$ cat src/rtl/detector_colisiones.sv
// detector_colisiones: hero FSM, obstacle pipe, collision/bonus detection and lives
// for the consumer side of the obstacle interface.
module detector_colisiones #(
   parameter logic [2:0] GAME       = 3'd3,
   parameter logic [2:0] WL         = 3'd4,
   parameter logic [1:0] VIDAS_INI  = 2'd3,
   parameter logic [1:0] JUMP_TICKS = 2'd2,
   parameter logic [1:0] INV_TICKS  = 2'd2
) (
   input  logic        clk,
   input  logic        rst,
   input  logic        clk_obstaculos,
   input  logic [2:0]  presente,
   input  logic [1:0]  mundo,
   input  logic [4:0]  tipo_obs,
   input  logic [20:0] display_obs,
   input  logic        btn_salto,
   input  logic        btn_agachar,
   output logic        bono_tomado,
   output logic [1:0]  W_or_L,
   output logic [1:0]  vidas,
   output logic [1:0]  heroe_estado
);
   localparam logic [1:0] GROUND = 2'd0, JUMP = 2'd1, DUCK = 2'd2;
   localparam logic [1:0] NONE = 2'd0, LOW = 2'd1, HIGH = 2'd2, BONUS = 2'd3;

   logic [2:0] sinc;
   logic       salto_q, salto_pend, salto_ev, tick, pickup, hit;
   logic [1:0] pipe [3];
   logic [1:0] jcnt, icnt, nuevo, est_n;
   logic       unused_display;

   assign unused_display = ^display_obs[13:0];

   always_comb begin
      tick     = sinc[1] & ~sinc[2];
      salto_ev = salto_pend | (btn_salto & ~salto_q);
      nuevo    = mundo == 2'd3 ? NONE :
                 tipo_obs == 5'd16 ? BONUS :
                 display_obs[20:14] == 7'd0 ? NONE :
                 tipo_obs[0] ? HIGH : LOW;
      est_n    = heroe_estado == GROUND ? (salto_ev ? JUMP : btn_agachar ? DUCK : GROUND) :
                 heroe_estado == JUMP ? (jcnt == 2'd1 ? GROUND : JUMP) :
                 (btn_agachar ? DUCK : GROUND);
      // pipe[1] becomes the hero column after this tick's shift
      pickup   = pipe[1] == BONUS && mundo != 2'd3;
      hit      = (pipe[1] == LOW && est_n != JUMP) || (pipe[1] == HIGH && est_n != DUCK);
   end

   always_ff @(posedge clk) begin
      if (rst) begin
         sinc         <= '0;
         salto_q      <= 1'b0;
         salto_pend   <= 1'b0;
         pipe         <= '{NONE, NONE, NONE};
         heroe_estado <= GROUND;
         jcnt         <= '0;
         icnt         <= '0;
         vidas        <= '0;
         W_or_L       <= '0;
         bono_tomado  <= 1'b0;
      end else begin
         sinc        <= {sinc[1:0], clk_obstaculos};
         salto_q     <= btn_salto;
         salto_pend  <= tick ? 1'b0 : salto_ev;
         bono_tomado <= 1'b0;
         if (presente == GAME) begin
            if (W_or_L == 2'b00 && tick) begin
               pipe         <= '{pipe[1], pipe[2], nuevo};
               heroe_estado <= est_n;
               jcnt         <= heroe_estado == JUMP ? jcnt - 2'd1 : JUMP_TICKS;
               icnt         <= icnt != 2'd0 ? icnt - 2'd1 : (hit && !pickup) ? INV_TICKS : 2'd0;
               if (pickup) begin
                  bono_tomado <= 1'b1;
                  if (mundo == 2'd2) W_or_L <= 2'b10;
               end else if (hit && icnt == 2'd0) begin
                  vidas <= vidas - 2'd1;
                  if (vidas == 2'd1) W_or_L <= 2'b01;
               end
            end
         end else if (presente != WL) begin
            pipe         <= '{NONE, NONE, NONE};
            heroe_estado <= GROUND;
            jcnt         <= '0;
            icnt         <= '0;
            vidas        <= VIDAS_INI;
            W_or_L       <= 2'b00;
         end
      end
   end
endmodule
$ cat config.mk
export PLATFORM = sky130hd
export DESIGN_NAME = detector_colisiones
export DESIGN_NICKNAME = d
export VERILOG_FILES = /design/src/rtl/detector_colisiones.sv
export SDC_FILE = /design/constraint.sdc
export NUM_CORES = 1
export LEC_CHECK = 0
export ABC_AREA = 1
export BUFFER_PORTS_ARGS = -buffer_cell sky130_fd_sc_hd__buf_2
export CAP_MARGIN = 20
export CORE_MARGIN = 2
export CORE_UTILIZATION = 45
export DETAILED_ROUTE_END_ITERATION = 12
export PLACE_DENSITY = 0.76
export SYNTH_ARGS = -nofsm -noshare
export SYNTH_HDL_FRONTEND = slang
export SYNTH_SLANG_ARGS = --single-unit
$ cat constraint.sdc
create_clock -name clk -period 1.6 [get_ports clk]
set_input_delay 0 -clock clk [delete_from_list [all_inputs] [get_ports clk]]
set_output_delay 0 -clock clk [all_outputs]
set_load 0.02 [all_outputs]
==> results of run 1 <==
[registers in the layout (all words and copies together) (netlist names), 2 cells and up]
register	cells
W_or_L	2
heroe_estado	2
icnt	2
jcnt	2
pipe	4
sinc	3
vidas	2
[where the power goes]
part           total, uW  switching, uW  internal [uW]
combinational        132           77.9           53.7
clock                294            155            139
sequential           519           7.04            512
[kinds of logic (layout without fill, tap and decap cells)]
| kind of cell | Yosys count | after routing | synth area share, % |
|---|---|---|---|
| and+or+nand+nor | 66 | 66 | 31.4 |
| adders and majority gates | 2 | 2 | 2.56 |
| DFF | 20 | 20 | 41.0 |
| AOI/OAI and AO/OA | 21 | 21 | 14.9 |
| buffers and inverters | 24 | 58 | 10.2 |
[cell type report]
type | count | area, um2
fillers | 195 | 788
repair buffers | 31 | 170
flip-flops and latches | 20 | 400
well taps | 27 | 33.8
inverters | 23 | 96.3
clock buffers | 4 | 36.3
multi-input cells | 89 | 477
[routing by layer]
| metal | up-vias | global-route usage, % | wire [um] |
|---|---|---|---|
| li1 | 501 | - | - |
| met1 | 407 | 22.4 | 888 |
| met2 | 34 | 31.1 | 973 |
| met3 | 4 | 2.68 | 113 |
| met4 | 0 | 12.2 | 65 |
| met5 | - | 0 | 0 |
[worst max path at each step]
stage and to:
6_report W_or_L[0], 5_1_grt vidas[0], 4_1_cts W_or_L[0], 3_5_place_dp W_or_L[0]
3_3_place_gp W_or_L[0], 2_1_floorplan vidas[0]
[through the flow]
| stage | hold slack (ns) | power (uW) | cells | cell area (um2) |
|---|---|---|---|---|
| after floorplan | 0.100 | 607 | 133 | 977 |
| after global placement | 0.199 | 651 | 187 | 1150 |
| after detailed placement | 0.208 | 656 | 187 | 1150 |
| after CTS | 0.0184 | 950 | 194 | 1210 |
| after global routing | 0.0363 | 996 | 194 | 1210 |
| final | 0.0262 | 945 | 194 | 1210 |
[tightest hold or removal path, stage by stage]
cell and delay [ns]:
buf_2 0.09, o21ai_0 0.08, nand2_1 0.06, a21oi_1 0.05
[synth_stat cells (all sizes together)]
cell    number  area [um2]
o21ai        7        42.5
clkinv       1        8.76
nor3         4        25.0
o32ai        2        17.5
clkbuf       1        3.75
nand4        1        6.26
nor2        22        95.1
dfxtp       20         400
a31oi        1        6.26
o31ai        2        20.0
nand2       31         136
or3          1        6.26
inv         22        87.6
nor4         2        12.5
a211oi       2        15.0
nand3        5        25.0
a32o         1        10.0
a21oi        6        33.8
ha           2        25.0
[repair_timing]
item,4_1_cts,5_1_grt
endpoints found under the hold margin,4,0
hold buffers,3,0
setup buffers,0,0
==> metrics, run 1 <==
outcome finished clean; pwr/cell area 778 nW/um2; H-tree depth 1; CP bufs+invs 1; vias in the first global route 834; Hold Crit Start tipo_obs[0]; DRC viols 0; initial antenna violation count 0; Synth Net Count 171; Hold Violations, Final 0; Final Core Density 60.6%; IO buf count 28; die width 50.6 um; syn avg cell area 7.35 um2; flop2flop setup slack 0.25 ns; Pre-antenna DRT Iters 4; worst path cell trace inv_2, nor2_2, nand3_1, nand2_2, nand2_4, nor2_4, nand4_1, a21oi_2; I/O pins 43; Slew Viols, Final 0; DR vias 946; RSZ-0062 raised after global routing no; clk sink count 20; core footprint 2000 um2; largest net degree at the start of global routing 16; max cap viols 0; worst stage delay on the critical path 0.34 ns; 1st-iter DRT viols 21; final setup TNS 0 ns; slowest CP cell dfxtp_1; VDD IR max 408 uV; post-synthesis cell count 133; critical path's top delay family simple AND/OR/NAND/NOR gates; post-route worst setup slack 0.246 ns; CTS buffer count 3; Seq/Total Area, Yosys 41.0%; global-route wire length before repair 3550 um; post-route minimum period 1.35 ns; Worst Hold Path EP pipe[0]; Worst-Skew Late Latency 0.30 ns; Critical Path Fanout Max 9; fin nets 206; critical path capture point type flip-flop; Clock Pin Slew Worst Setup and Hold Paths 0.11 ns; Antenna Nets Post-Route 0; diode count 0; Post-Place Worst Slack 0.276 ns; most common cell after layout, fill and taps aside buf_2; post-synth cell types 30; crit path from sinc[1]; crit path launch type flip-flop; drt total wl 2040 um; Congestion Overflow GR 0; Die Area 2560 um2; WP data arrival 1.59 ns; flop and latch count out of synthesis 20; Worst Path Required 1.84 ns; Area growth, synth to finish 24.2%; num rows 16; reg2reg start sinc[1]; Detailed Place HPWL 1590 um; Avg WL per Cell 10.5 um; WHS Path Cells 4; chip height 50.6 um; Via-to-Cell Ratio 4.88; crit path kind flip-flop to flip-flop; CTS tree yes; Resized Gates After CTS 0; Leakage Power 0.000552 uW; Rel. slew slack 80.2%; FF-to-FF End W_or_L[0]; GRT Total Usage 18.7%; CTS root buf clkbuf_4; WP depth 8; setup violators final 0; Hold Path Class input port to flip-flop; Synth Warn # 0; Worst-Margin Slew 0.297 ns; Final Skew 0.00740 ns; area of the mapped netlist 977 um2; commonest non-fill, non-tap cells in the layout buf_2 (28), nand2_1 (27), dfxtp_1 (20), inv_1 (20), nor2_1 (19); crit share post-route 84.6%; layout cells sized above 1 28.1%; initial core utilization 48.8%; GP Congestion 0.743; Fmax 0.739 GHz; Register-to-Register Path Depth 8; Max clock buf depth 2
Power figures use the tool's default switching activity.
==> inputs of run 2 (changes only) <==
--- a/config.mk
+++ b/config.mk
@@ -5,7 +5,7 @@
 export SDC_FILE = /design/constraint.sdc
 export NUM_CORES = 1
 export LEC_CHECK = 0
-export ABC_AREA = 1
+export ABC_AREA = 0
 export BUFFER_PORTS_ARGS = -buffer_cell sky130_fd_sc_hd__buf_2
 export CAP_MARGIN = 20
 export CORE_MARGIN = 2
==> constraint.sdc (replaced) <==
create_clock -name clk -period 1.4 [get_ports clk]
set_input_delay 0 -clock clk [delete_from_list [all_inputs] [get_ports clk]]
set_output_delay 0 -clock clk [all_outputs]
set_load 0.02 [all_outputs]
==> metrics, run 2 <==
Internal 768 uW; final setup TNS -0.198 ns; top cell type by total area after synthesis dfxtp_1; layout cells sized above 1 45.4%; GRT Total Usage 20.0%; Final Skew 0.00532 ns; flop2flop setup slack -0.08 ns; clock share of power 25.9%; Die Area 2560 um2; # fillers 170; Register-to-Register Path Depth 7; Worst-Skew Late Latency 0.30 ns; IO buf count 28; post-synth cell types 40; Via-to-Cell Ratio 5.53; crit path from jcnt[1]; Sw Ratio 25.7%; setup violators final 4; combinational power share 16.2%; asr flop ratio synth 0%; I/O pins 43; crit path kind flip-flop to flip-flop; VDD IR max 496 uV; diode count 0; max reg flops 4; Antenna Nets Post-Route 0; Rel. slew slack 75.3%; post-route worst setup slack -0.0835 ns; outcome finished with violations; global-route wire length before repair 3850 um; flop and latch count out of synthesis 20; critical path capture point type flip-flop; DRC viols 0; Worst-Margin Slew 0.371 ns; largest net degree at the start of global routing 21; Largest regs pipe x4, sinc x3; Hold WS 0.0477 ns; CTS tree yes; switching pwr 265 uW; Multi-input gate area 628 um2; Hold Crit Start tipo_obs[0]; ranking of synthesized cells by area dfxtp_1 (41%), a21oi_1 (7.2%), nor2_1 (4.2%); Fmax 0.674 GHz; syn avg cell area 8.89 um2; Slew Viols, Final 0; chip height 50.6 um; fin nets 192; 1st-iter DRT viols 6; Critical Path Fanout Max 4; commonest non-fill, non-tap cells in the layout buf_2 (28), dfxtp_1 (16), nor2_1 (11); number of synthesized flops with an enable pin 0; Max clock buf depth 2; post-route cell area 1390 um2; RSZ-0062 raised after global routing yes; clk sink count 20; most frequent cell after synthesis dfxtp_1; Clock Pin Slew Worst Setup and Hold Paths 0.10 ns; post-route minimum period 1.48 ns; Synth Net Count 148; WHS Path Cells 4; Flop pwr share 57.9%; CTS buffer count 3; register area 405 um2; largest reg by FF count pipe; Post-synth top flop dfxtp_1; CTS root buf clkbuf_4; Worst Path Required 1.58 ns; pwr/cell area 744 nW/um2; Synth top cells by count dfxtp_1 (20), a21oi_1 (14), nor2_1 (11); Pre-antenna DRT Iters 4; Avg WL per Cell 13.4 um; failing checks negative setup slack; max cap viols 0; die width 50.6 um; vias in the first global route 894; Post-Place Worst Slack -0.134 ns; WP data arrival 1.66 ns; drt total wl 2400 um; most common cell after layout, fill and taps aside buf_2; crit path launch type flip-flop; DR vias 990; crit share post-route 106%; initial antenna violation count 0; GP Congestion 0.863; Hold Violations, Final 0; final cell count without fillers 179; Hold Path Class input port to flip-flop; Area growth, synth to finish 41.8%; post-synthesis cell count 110; num rows 16; Congestion Overflow GR 0; Detailed Place HPWL 1720 um; Synth Warn # 0; H-tree depth 1; initial core utilization 48.9%; core footprint 2000 um2; Yosys top cell area share 40.9%; Post-DP Area 1210 um2; area of the mapped netlist 978 um2; Leakage Power 0.000566 uW; reg2reg start jcnt[1]; Seq/Total Area, Yosys 40.9%; Inst Count DP 171
-- run 2: stage by stage --
stage	utilization (%)	total power [uW]
floorplan	-	688
detailed placement	60.7	749
global placement	60.7	746
global route	69.3	1080
CTS	65.7	1030
finish	69.3	1030
-- run 2: routing by layer --
| metal | vias to the layer above | GRT usage (%) | wire length, um |
|---|---|---|---|
| li1 | 490 | - | - |
| met1 | 470 | 22.8 | 1020 |
| met2 | 26 | 36.4 | 1240 |
| met3 | 4 | 5.36 | 118 |
| met4 | 0 | 5.41 | 20 |
| met5 | - | 0 | 0 |
-- run 2: final timing paths --
check                   to
setup reg to reg  vidas[1]
hold / removal     pipe[0]
setup / recovery  vidas[1]
hold reg to reg    sinc[1]
-- run 2: what timing repair did --
item | 4_1_cts | 5_1_grt
pin swaps | 2 | 7
hold buffers | 3 | 0
hold endpoints to repair | 3 | 0
setup buffers | 1 | 1
setup endpoints to repair | 15 | 15
resized for setup | 10 | 16
-- run 2: power by group through the flow --
stage                     Combinational (uW)  Sequential (uW)  Clock, uW
after global placement                   136              610          0
after CTS                                153              598        279
final                                    167              598        268
after detailed placement                 138              611          0
after floorplan                         70.6              617          0
after global routing                     183              600        301
-- run 2: logic make-up (layout without fill, tap and decap cells) --
| logic type | after synthesis | count (layout) | synth area share [%] |
|---|---|---|---|
| AND/OR/NAND/NOR | 46 | 46 | 29.2 |
| adder cells (fa/ha/maj) | 2 | 2 | 2.56 |
| buffers and inverters | 8 | 50 | 3.96 |
| flip-flops | 20 | 20 | 40.9 |
| AO/OA/AOI/OAI | 34 | 34 | 23.4 |
-- run 2: area by class of cell --
class,instances,area share [%]
multi-input combinational,82,45.3
sequential,20,29.2
timing repair buffer,43,20.4
tap,27,2.43
clock buffer,3,1.62
inverter,4,1.08
-- run 2: critical path: stages (launching register included) --
cell and delay, ns:
dfxtp_2 0.34, inv_2 0.04, ha_4 0.14, a21oi_2 0.12, o31ai_2 0.10, a211o_1 0.34
a211oi_2 0.20, a311oi_1 0.07
==> inputs of run 3 (changes only) <==
==> constraint.sdc (replaced) <==
create_clock -name clk -period 1.4 [get_ports clk]
set_input_delay 0.07 -clock clk [delete_from_list [all_inputs] [get_ports clk]]
set_output_delay 0.07 -clock clk [all_outputs]
set_load 0.02 [all_outputs]
==> metrics, run 3 (synthesized netlist as in run 2, its figures left out) <==
IO buf count 28; num rows 16; post-route worst setup slack -0.138 ns; Inst Count DP 174; final setup TNS -0.416 ns; Worst Path Required 1.60 ns; crit path kind flip-flop to flip-flop; flop2flop setup slack -0.14 ns; GRT Total Usage 20.2%; crit path from jcnt[1]; final cell count without fillers 184; Antenna Nets Post-Route 0; Fmax 0.650 GHz; Sw Ratio 26.6%; initial antenna violation count 0; clock share of power 30.8%; most common cell after layout, fill and taps aside buf_2; CTS tree yes; VDD IR max 506 uV; pwr/cell area 767 nW/um2; chip height 50.6 um; Final Skew 0.0130 ns; vias in the first global route 986; Die Area 2560 um2; diode count 0; DR vias 1040; Hold Crit Start clk_obstaculos; core footprint 2000 um2; post-route minimum period 1.54 ns; crit path launch type flip-flop; Leakage Power 0.000614 uW; Clock Pin Slew Worst Setup and Hold Paths 0.13 ns; Detailed Place HPWL 1730 um; failing checks negative hold slack, negative setup slack; Critical Path Fanout Max 4; fin nets 196; Max clock buf depth 2; 1st-iter DRT viols 31; Largest regs pipe x4, sinc x3; RSZ-0062 raised after global routing yes; slowest CP cell a211o_4; Area growth, synth to finish 51.8%; Pre-antenna DRT Iters 5; worst path cell trace inv_2, ha_4, a21oi_4, o31ai_4, a211o_4, a211oi_2, a311oi_2; Slew Viols, Final 0; H-tree depth 1; setup violators final 6; Worst-Skew Late Latency 0.31 ns; Pwr Total 1140 uW; WHS Path Cells 2; clk sink count 20; Congestion Overflow GR 0; Via-to-Cell Ratio 5.65; CTS buffer count 3; Flop pwr share 52.7%; Rel. slew slack 73.2%; GP Congestion 0.835; I/O pins 43; Hold WS -0.00573 ns; worst stage delay on the critical path 0.37 ns; # fillers 150; largest net degree at the start of global routing 21; die width 50.6 um; Worst Hold Path EP sinc[0]; max reg flops 4; Hold Violations, Final 1; Internal 836 uW; Register-to-Register Path Depth 7; register area 407 um2; WP data arrival 1.74 ns; Hold Path Class input port to flip-flop; crit share post-route 110%; reg2reg start jcnt[1]; DRC viols 0; largest reg by FF count pipe; switching pwr 302 uW; combinational power share 16.6%; max cap viols 0; outcome finished with violations; commonest non-fill, non-tap cells in the layout buf_2 (28), dfxtp_1 (15), buf_4 (13); layout cells sized above 1 53.5%; CTS root buf clkbuf_4; FF-to-FF End vidas[1]; Multi-input gate area 689 um2; initial core utilization 48.9%; critical path capture point type flip-flop; Worst-Margin Slew 0.402 ns; Avg WL per Cell 15.7 um; drt total wl 2890 um; global-route wire length before repair 4000 um
==> run 3: per-stage QoR <==
| step | util [%] | area [um2] | setup slack (ns) |
|---|---|---|---|
| global route | 74.2 | 1490 | -0.223 |
| CTS | 66.1 | 1320 | -0.0881 |
| finish | 74.2 | 1490 | -0.138 |
| floorplan | - | 990 | 0.00491 |
| detailed placement | 61.8 | 1240 | -0.122 |
| global placement | 61.8 | 1240 | -0.0766 |
==> run 3: timing repair <==
item / 4_1_cts / 5_1_grt
pin swaps: 3 / 15
gates resized for setup: 8 / 29
hold buffers: 1 / 0
buffers inserted: 0 / 5
endpoints found under the setup margin: 14 / 15
hold endpoints to repair: 1 / 0
==> run 3: cell type report <==
type | count | share of cell area [%]
well taps | 27 | 2.27
clock buffers | 4 | 2.44
flip-flops and latches | 20 | 27.4
inverters | 4 | 1.01
multi-input cells | 82 | 46.4
repair buffers | 47 | 20.5
==> run 3: critical path, delay by kind of cell (launching register included) <==
family | cells | cell delay (ns)
compound gates | 5 | 0.86
buf+inv | 1 | 0.05
fa+ha+maj | 1 | 0.16
flops | 1 | 0.36
==> run 3: worst max path at each step <==
stage                      to  slack [ns]  depth (start not counted)
floorplan           W_or_L[0]       0.005                          7
global placement     vidas[1]       -0.08                          5
detailed placement   vidas[1]       -0.12                          7
CTS                  vidas[1]       -0.09                          5
global route        W_or_L[0]       -0.22                          6
finish               vidas[1]       -0.14                          7
==> run 3: power groups by stage <==
stage               clock network (uW)  logic (uW)  registers, uW
detailed placement                   0         145            610
global route                       361         204            601
CTS                                349         152            598
floorplan                            0        70.6            617
global placement                     0         140            609
finish                             350         189            599
==> run 3: layer usage <==
metal  track usage, %  vias up  wire length [um]
li1                 -      496                 -
met1             23.1      492              1160
met2             36.8       39              1500
met3             2.98       13               134
met4             8.56        0                98
met5                0        -                 0
